### config.mk
export PLATFORM = sky130hd
export DESIGN_NAME = sprite_fetch_engine
export DESIGN_NICKNAME = d
export VERILOG_FILES = /design/src/rtl/sprite_fetch_engine.sv
export SDC_FILE = /design/constraint.sdc
export NUM_CORES = 1
export LEC_CHECK = 0
export CORE_MARGIN = 1
export CORE_UTILIZATION = 60
export CTS_CLUSTER_DIAMETER = 40
export DETAILED_ROUTE_END_ITERATION = 10
export DONT_BUFFER_PORTS = 1
export PLACE_DENSITY = 0.76
export SLEW_MARGIN = 20
export SYNTH_ARGS = -nofsm -noshare
export SYNTH_HDL_FRONTEND = slang
export SYNTH_SLANG_ARGS = --single-unit
### constraint.sdc
create_clock -name clock -period 3.75 [get_ports clock]
set_input_delay 0.1875 -clock clock [delete_from_list [all_inputs] [get_ports clock]]
set_output_delay 0.1875 -clock clock [all_outputs]
set_load 0.01 [all_outputs]
### src/rtl/sprite_fetch_engine.sv
`default_nettype none
//==============================================================================
// Module   : sprite_fetch_engine
// Purpose  : Streams one sprite frame out of banked sprite ROM as screen-
//            addressed pixels through a 2-entry output buffer.
// Options  : define TRANSPARENCY_EN to drop pixels whose colour is TRANS_COLOUR.
// Revision : 1.0 - initial release
//==============================================================================
module sprite_fetch_engine #(
    parameter int SPR_W        = 16,
    parameter int SPR_H        = 16,
    parameter int FRAMES       = 8,
    parameter int NUM_BANKS    = 4,
    parameter int COL_W        = 3,
    parameter int TRANS_COLOUR = 0
) (
    input  logic                                    clock,
    input  logic                                    reset,
    input  logic                                    start,
    input  logic [$clog2(FRAMES)-1:0]               frame_id,
    input  logic [$clog2(NUM_BANKS)-1:0]            bank_sel,
    input  logic [7:0]                              base_x,
    input  logic [7:0]                              base_y,
    output logic [$clog2(FRAMES*SPR_W*SPR_H)-1:0]   rom_addr,
    input  logic [NUM_BANKS*COL_W-1:0]              rom_q,
    output logic                                    px_valid,
    input  logic                                    px_ready,
    output logic [7:0]                              px_x,
    output logic [7:0]                              px_y,
    output logic [COL_W-1:0]                        px_colour,
    output logic                                    busy,
    output logic                                    done
);

    localparam int c_IW = $clog2(SPR_W);
    localparam int c_JW = $clog2(SPR_H);
    localparam int c_FW = $clog2(FRAMES);
    localparam int c_BW = $clog2(NUM_BANKS);
    localparam logic [c_IW-1:0] c_I_MAX = c_IW'(SPR_W - 1);
    localparam logic [c_JW-1:0] c_J_MAX = c_JW'(SPR_H - 1);

`ifdef TRANSPARENCY_EN
    localparam bit c_TRANS_EN = 1'b1;
`else
    localparam bit c_TRANS_EN = 1'b0;
`endif

    typedef enum logic [1:0] {
        S_IDLE  = 2'd0,
        S_FETCH = 2'd1,
        S_DRAIN = 2'd2,
        S_DONE  = 2'd3
    } state_t;

    state_t              r_state;
    logic [c_FW-1:0]     r_frame;
    logic [c_BW-1:0]     r_bank;
    logic [7:0]          r_bx, r_by;
    logic [c_IW-1:0]     r_i, r_rd_i;
    logic [c_JW-1:0]     r_j, r_rd_j;
    logic                r_go;
    logic                r_rdv;
    logic                r_busy, r_done;
    logic                r_hd_vld, r_tl_vld;
    logic [7:0]          r_hd_x, r_hd_y, r_tl_x, r_tl_y;
    logic [COL_W-1:0]    r_hd_c, r_tl_c;

    logic                w_pop, w_push, w_issue, w_last;
    logic [1:0]          w_fill;
    logic [COL_W-1:0]    w_colour;
    logic [7:0]          w_nx, w_ny;

    // Occupancy after this cycle's pop, plus the read whose data is on rom_q now.
    assign w_pop    = r_hd_vld & px_ready;
    assign w_fill   = {1'b0, r_hd_vld} + {1'b0, r_tl_vld} + {1'b0, r_rdv} - {1'b0, w_pop};
    assign w_issue  = (r_state == S_FETCH) && r_go && (w_fill < 2'd2);
    assign w_last   = (r_i == c_I_MAX) && (r_j == c_J_MAX);
    assign w_colour = rom_q[r_bank*COL_W +: COL_W];
    assign w_push   = r_rdv && !(c_TRANS_EN && (w_colour == COL_W'(TRANS_COLOUR)));
    assign w_nx     = r_bx + 8'(r_rd_i);
    assign w_ny     = r_by + 8'(r_rd_j);

    assign rom_addr  = (r_state == S_FETCH) ? {r_frame, r_j, r_i} : '0;
    assign px_valid  = r_hd_vld;
    assign px_x      = r_hd_x;
    assign px_y      = r_hd_y;
    assign px_colour = r_hd_c;
    assign busy      = r_busy;
    assign done      = r_done;

    always_ff @(posedge clock) begin
        if (reset) begin
            r_state  <= S_IDLE;
            r_frame  <= '0;
            r_bank   <= '0;
            r_bx     <= '0;
            r_by     <= '0;
            r_i      <= '0;
            r_j      <= '0;
            r_rd_i   <= '0;
            r_rd_j   <= '0;
            r_go     <= 1'b0;
            r_rdv    <= 1'b0;
            r_busy   <= 1'b0;
            r_done   <= 1'b0;
            r_hd_vld <= 1'b0;
            r_tl_vld <= 1'b0;
            r_hd_x   <= '0;
            r_hd_y   <= '0;
            r_hd_c   <= '0;
            r_tl_x   <= '0;
            r_tl_y   <= '0;
            r_tl_c   <= '0;
        end else begin
            r_done <= 1'b0;
            r_rdv  <= w_issue;
            r_rd_i <= r_i;
            r_rd_j <= r_j;
            if (w_issue) begin
                r_i <= r_i + c_IW'(1);
                if (r_i == c_I_MAX)
                    r_j <= r_j + c_JW'(1);
            end

            case (r_state)
                S_IDLE: begin
                    if (start) begin
                        r_frame <= frame_id;
                        r_bank  <= bank_sel;
                        r_bx    <= base_x;
                        r_by    <= base_y;
                        r_i     <= '0;
                        r_j     <= '0;
                        r_go    <= 1'b0;
                        r_busy  <= 1'b1;
                        r_state <= S_FETCH;
                    end
                end
                S_FETCH: begin
                    // Reads begin one cycle into FETCH so the first pixel lands three cycles after start.
                    r_go <= 1'b1;
                    if (w_issue && w_last)
                        r_state <= S_DRAIN;
                end
                S_DRAIN: begin
                    if (w_fill == 2'd0) begin
                        r_busy  <= 1'b0;
                        r_done  <= 1'b1;
                        r_state <= S_DONE;
                    end
                end
                S_DONE:  r_state <= S_IDLE;
                default: r_state <= S_IDLE;
            endcase

            // Head entry drives the outputs and only changes on pop or when empty.
            if (w_pop) begin
                if (r_tl_vld) begin
                    r_hd_x   <= r_tl_x;
                    r_hd_y   <= r_tl_y;
                    r_hd_c   <= r_tl_c;
                    r_tl_vld <= w_push;
                    if (w_push) begin
                        r_tl_x <= w_nx;
                        r_tl_y <= w_ny;
                        r_tl_c <= w_colour;
                    end
                end else begin
                    r_hd_vld <= w_push;
                    if (w_push) begin
                        r_hd_x <= w_nx;
                        r_hd_y <= w_ny;
                        r_hd_c <= w_colour;
                    end
                end
            end else if (w_push) begin
                if (!r_hd_vld) begin
                    r_hd_vld <= 1'b1;
                    r_hd_x   <= w_nx;
                    r_hd_y   <= w_ny;
                    r_hd_c   <= w_colour;
                end else begin
                    r_tl_vld <= 1'b1;
                    r_tl_x   <= w_nx;
                    r_tl_y   <= w_ny;
                    r_tl_c   <= w_colour;
                end
            end
        end
    end

endmodule
`default_nettype wire

==> results of run 1 <==
==> power by group through the flow <==
| stage | Combinational [mW] | Clock [mW] | Sequential, mW |
|---|---|---|---|
| 2_1_floorplan | 0.270 | 0 | 1.02 |
| 3_3_place_gp | 0.310 | 0 | 1.03 |
| 3_5_place_dp | 0.318 | 0 | 1.03 |
| 4_1_cts | 0.354 | 0.777 | 1.01 |
| 5_1_grt | 0.404 | 0.806 | 1.02 |
| 6_report | 0.362 | 0.768 | 1.01 |
==> Yosys cell counts (9+ instances only) <==
cell       n
a211oi_1  11
a21oi_1   50
and2_1    11
clkbuf_1  10
dfxtp_1   83
ha_1      15
inv_1      9
nand2_1   88
nand3_1    9
nor2_1    38
nor2b_1    9
o21ai_0   12
xor2_1    11
==> routing by layer <==
layer | GRT usage [%] | routed length (um)
met5 | 0 | 0
met4 | 11.2 | 176
met3 | 5.44 | 418
met2 | 43.5 | 4070
met1 | 34.3 | 3750
==> stage by stage <==
stage / setup slack [ns] / util, % / area (um^2) / power (mW) / cells
finish: 1.23 / 71.1 / 4310 / 2.14 / 540
floorplan: 1.45 / - / 3850 / 1.29 / 448
global route: 1.09 / 71.1 / 4310 / 2.23 / 540
CTS: 1.28 / 71.1 / 4310 / 2.14 / 540
global placement: 1.35 / 63.0 / 3820 / 1.34 / 501
detailed placement: 1.28 / 63.0 / 3820 / 1.35 / 501
==> final timing paths <==
path              depth (start not counted)  slack [ns]       from         end
setup / recovery                          7        1.23   px_valid  r_state[0]
hold / removal                            4        0.10   px_ready    px_valid
setup reg to reg                          7        1.23   px_valid  r_state[0]
hold reg to reg                           2        0.46  r_tl_c[1]   r_tl_c[1]
==> kinds of logic (layout without fill, tap and decap cells) <==
group	count (synthesis)	in the layout
muxes	6	6
AOI/OAI and AO/OA	105	105
buffers and inverters	33	50
xor gates and xnor gates	17	17
adders and majority gates	18	18
DFF	83	83
and+or+nand+nor	186	186
==> flip-flops by register name (all words and copies together) (netlist names), 3 cells and up <==
register,cells
r_j,4
r_rd_i,4
px_colour,3
r_frame,3
r_tl_y,8
r_rd_j,4
r_bx,8
r_tl_c,3
r_tl_x,8
r_by,8
r_i,4
px_y,8
px_x,8
==> worst reg2reg max path: stages (launching register included) <==
cell and delay (ns):
dfxtp_1 0.54, nand2_1 0.13, ha_1 0.30, fa_1 0.40, xor2_2 0.23, nor4_2 0.36
o211ai_2 0.15, o311a_1 0.31
==> layout make-up <==
| cell class | instances | area [um^2] |
|---|---|---|
| Clock buffer | 12 | 145 |
| Fill cell | 474 | 1750 |
| Multi-Input combinational cell | 332 | 2020 |
| Sequential cell | 83 | 1660 |
| Tap cell | 75 | 93.8 |
| Inverter | 9 | 33.8 |
| Timing Repair Buffer | 25 | 263 |
| Clock inverter | 4 | 97.6 |
==> metrics.txt, run 1 <==
routed wire length 8420 um; vias in the first global route 2898; number of diodes 0; Internal Power 1.55 mW; pwr dens 497 nW/um^2; RSZ-0062 raised after global routing no; postcts setup bufs 0; Die Width 82.1 um; Psw 0.592 mW; die area 6730 um^2; clock buffer depth 2; main combinational cell family by area after synthesis simple AND/OR/NAND/NOR gates; critical path class flip-flop to flip-flop; Detail Route Antenna Nets 0; Mapped Cells 448; sequential-to-total area share from yosys stat 43.2%; clock sink total 83; DRT iter0 DRCs 111; GP Congestion 0.825; Synth Flop Type dfxtp_1; crit-path cells nand2_1 > ha_1 > fa_1 > xor2_2 > nor4_2 > o211ai_2 > o311a_1; Core ar. 6060 um^2; Ys Warns 0; Gate power share 16.9%; max-cap violation count 0; global-route wire length before repair 13600 um; DPL Wire Length 5310 um; syn avg cell area 8.59 um^2; num ports 70; num rows 28; commonest non-fill, non-tap cell in the layout nand2_1; CP Launch Type flip-flop; post-synthesis adder-cell area fraction 6.44%; hold bufs inserted after CTS 23; ys async rst share 0%; CTS root buf clkbuf_8; GR Overflow Total 0; WL/cell 15.6 um; Yosys reg bits 83; Hold WC Path Type input pin to flip-flop; CP max stage cell dfxtp_1; routed vias/inst 5.84; DR vias 3154; endpoints failing setup 0; Sequential Power Share 47.3%; Net Sw Frac 27.6%; FMAX 397 MHz; Worst-Margin Slew 0.907 ns; most frequent cells in the layout nand2_1 (88), dfxtp_1 (83), a21oi_1 (50); Post-Synth XOR/XNOR Area 4.07%; Worst-Skew Late Latency 0.35 ns; leakage power total 1.64 nW; CTS tree built; critical path arrival 2.76 ns; Slew Viols, Final 0; layout cells sized above 1 6.45%; Worst Clk Skew 0.0103 ns; clock power share 35.8%; 1st-pass router iterations 5; Buf/Inv on CP 0; Post-synth EDFFs 0; GRT Overall Usage 26.7%; Req. time, crit path 3.99 ns; top cell type's share of synthesized area 43.2%; CTS clock-pin slew for the worst setup and hold paths 0.08 ns; input/output buffers 0; final number of hold-violating endpoints 0; H-tree depth 3; die height 82.1 um; syn nets 503; # DRC 0; Final min period 2.52 ns; endpoint class of the critical path flip-flop; area fraction in compound gates after synthesis 17.1%; count of different cell masters after synthesis 50; # nets final 515; Slew HR 39.5%; worst-path maximum fanout 8; CP max stage delay 0.54 ns; multiplexer share of the synthesized area 2.54%; post-cts resize count 0; CTS Buf Count 9; P&R area growth vs syn 12.1%; sum of negative setup slack 0 ns; area share of and/or/nand/nor cells after synthesis 22.3%; maximum VDD drop 0.000423 V; post-synth design cell area 3850 um^2; antenna violations before repair 0; Synth area leaders dfxtp_1 (43%), nand2_1 (8.6%), a21oi_1 (6.5%); Final Cycle Share 67.2%; post-synth top area cell dfxtp_1; CP delay by family, top adder cells; hold slack 0.101 ns; outcome finished, final reports clean; Initial Util 63.5%; largest net degree at the start of global routing 66
(Power assumes the default switching activity.)
==> inputs of run 2 (changes only) <==
- ABC_AREA: not set -> 1
- clock period: 3.75 -> 2.4 ns (I/O delays scaled with it)
==> metrics.txt, run 2 <==
GR Overflow Total 0 (unchanged); final setup margin 0.257 ns (was 1.23 ns); endpoint class of the critical path flip-flop (unchanged); sequential-to-total area share from yosys stat 42.6% (was 43.2%); FMAX 467 MHz (was 397 MHz); CTS Buf Count 9 (unchanged); hold endpoint r_bx[1] (was px_valid); CTS tree built (unchanged); outcome finished, final reports clean (unchanged); num rows 29 (was 28); Die Width 82.7 um (was 82.1 um); max-cap violation count 0 (unchanged); worst-path maximum fanout 7 (was 8); number of diodes 0 (unchanged); final number of hold-violating endpoints 0 (unchanged); die height 82.7 um (was 82.1 um); vias in the first global route 3210 (was 2898); Synth area leaders dfxtp_1 (43%), nand2_1 (8.9%), nor2_1 (8.7%) (was dfxtp_1 (43%), nand2_1 (8.6%), a21oi_1 (6.5%)); Synth Flop Type dfxtp_1 (unchanged); Slew Viols, Final 0 (unchanged); R2R setup slack 0.26 ns (was 1.23 ns); maximum VDD drop 0.000566 V (was 0.000423 V); Core ar. 6310 um^2 (was 6060 um^2); DRT iter0 DRCs 200 (was 111); Ys Warns 0 (unchanged); GRT Overall Usage 27.3% (was 26.7%); largest net degree at the start of global routing 34 (was 66); DPL Wire Length 5830 um (was 5310 um); most common cell in the synthesized netlist nand2_1 (unchanged); input/output buffers 0 (unchanged); num ports 70 (unchanged); CTS clock-pin slew for the worst setup and hold paths 0.08 ns (about the same); RSZ-0062 raised after global routing no (unchanged); Post-synth EDFFs 0 (unchanged); GP Congestion 0.889 (was 0.825); CTS root buf clkbuf_8 (unchanged); Hold WC Path Type input pin to flip-flop (unchanged); Power Total 3.37 mW (was 2.14 mW); antenna violations before repair 0 (unchanged); leakage power total 2.03 nW (was 1.64 nW); routed wire length 8810 um (was 8420 um); sum of negative setup slack 0 ns (unchanged); DR vias 3517 (was 3154); post-cts resize count 0 (unchanged); routed vias/inst 5.41 (was 5.84); most frequent cells in the layout nand2_1 (93), nor2_1 (91), dfxtp_1 (83) (was nand2_1 (88), dfxtp_1 (83), a21oi_1 (50)); # DRC 0 (unchanged); beginning of the worst hold path base_x[1] (was px_ready); R2R cell count 10 (was 7); P&R area growth vs syn 11.7% (was 12.1%); Worst-Skew Late Latency 0.36 ns (was 0.35 ns); commonest non-fill, non-tap cell in the layout nand2_1 (unchanged); die area 6840 um^2 (was 6730 um^2); Detail Route Antenna Nets 0 (unchanged); ys async rst share 0% (unchanged); top cell type's share of synthesized area 42.6% (was 43.2%); WL/cell 13.6 um (was 15.6 um); Mapped Cells 550 (was 448); placed instance area 3950 um^2 (was 3820 um^2); clock buffer depth 2 (unchanged); layout cells sized above 1 5.41% (was 6.45%); critical path class flip-flop to flip-flop (unchanged); FF-to-FF Start r_rdv (was px_valid); Worst-Margin Slew 0.953 ns (was 0.907 ns); syn avg cell area 7.10 um^2 (was 8.59 um^2); Worst Clk Skew 0.00602 ns (was 0.0103 ns); pwr dens 773 nW/um^2 (was 497 nW/um^2); # nets final 623 (was 515); post-synth design cell area 3900 um^2 (was 3850 um^2); Slew HR 36.2% (was 39.5%); H-tree depth 3 (unchanged); post-synth top area cell dfxtp_1 (unchanged); syn nets 605 (was 503); CP Launch Type flip-flop (unchanged); pre-CTS setup slack 0.263 ns (was 1.28 ns); 1st-pass router iterations 4 (was 5); WHS Path Cells 2 (was 4); global-route wire length before repair 13900 um (was 13600 um); count of different cell masters after synthesis 30 (was 50); top cells by count, synth nand2_1 (93), nor2_1 (91), dfxtp_1 (83) (was nand2_1 (88), dfxtp_1 (83), a21oi_1 (50)); RR Endpoint r_i[3] (was r_state[0]); Final Cell Area 4360 um^2 (was 4310 um^2); Final min period 2.14 ns (was 2.52 ns); Req. time, crit path 2.66 ns (was 3.99 ns); endpoints failing setup 0 (unchanged); clock sink total 83 (unchanged); Final Cycle Share 89.3% (was 67.2%); Yosys reg bits 83 (unchanged); Initial Util 61.9% (was 63.5%); critical path arrival 2.40 ns (was 2.76 ns)
==> run 2: logic make-up (layout without fill, tap and decap cells) <==
family,count (synthesis),after routing,share of synthesized area [%]
flops,83,83,42.6
fa+ha+maj,18,18,6.34
compound gates,136,136,17.8
buf+inv,85,108,8.68
simple gates,222,222,23.3
xor+xnor,6,6,1.35
==> run 2: what timing repair did <==
action                                  CTS  global route
endpoints found under the hold margin    48             0
setup buffers                             0             0
hold buffers                             22             0
endpoints found under the setup margin    0             0
==> run 2: how the worst max path moves through the flow <==
stage               startpoint        end  slack, ns
floorplan             px_valid     r_i[3]       0.33
global placement         r_rdv     r_i[3]       0.40
detailed placement       r_rdv     r_i[3]       0.26
CTS                      r_rdv     r_i[3]       0.26
global route             r_rdv  r_tl_x[4]       0.11
finish                   r_rdv     r_i[3]       0.26
==> run 2: layout make-up <==
| cell class | count | area [um^2] |
|---|---|---|
| well taps | 77 | 96.3 |
| repair buffers | 28 | 265 |
| clock buffers | 10 | 128 |
| inverters | 64 | 240 |
| fillers | 552 | 1950 |
| clock inverters | 6 | 65.1 |
| flip-flops and latches | 83 | 1660 |
| multi-input cells | 382 | 1900 |
==> run 2: layer usage <==
layer  GRT usage (%)  wire length, um
met1            32.9             4020
met2            45.9             4090
met3            5.27              506
met4            14.1              196
met5               0                0
==> run 2: stage by stage <==
| stage | utilization (%) | cells | hold WS [ns] |
|---|---|---|---|
| detailed placement | 62.5 | 612 | 0.198 |
| global route | 69.1 | 650 | 0.0425 |
| CTS | 69.1 | 650 | 0.00282 |
| floorplan | - | 550 | 0.276 |
| finish | 69.1 | 650 | 0.0286 |
| global placement | 62.5 | 612 | 0.191 |
==> run 2: worst max-delay path: stages, from the launching register on <==
cell	delay, ns
dfxtp_1	0.39
inv_1	0.10
ha_1	0.32
fa_1	0.39
nand2_1	0.10
nand2_1	0.09
nor2_4	0.16
inv_1	0.13
nor2_1	0.14
xor2_1	0.16
nor2_1	0.06
==> run 2: power by group <==
group          switching [mW]  total [mW]  internal, mW
clock network           0.513       0.996         0.483
registers               0.115        1.63          1.51
logic                   0.472       0.745         0.273
total                    1.10        3.37          2.27
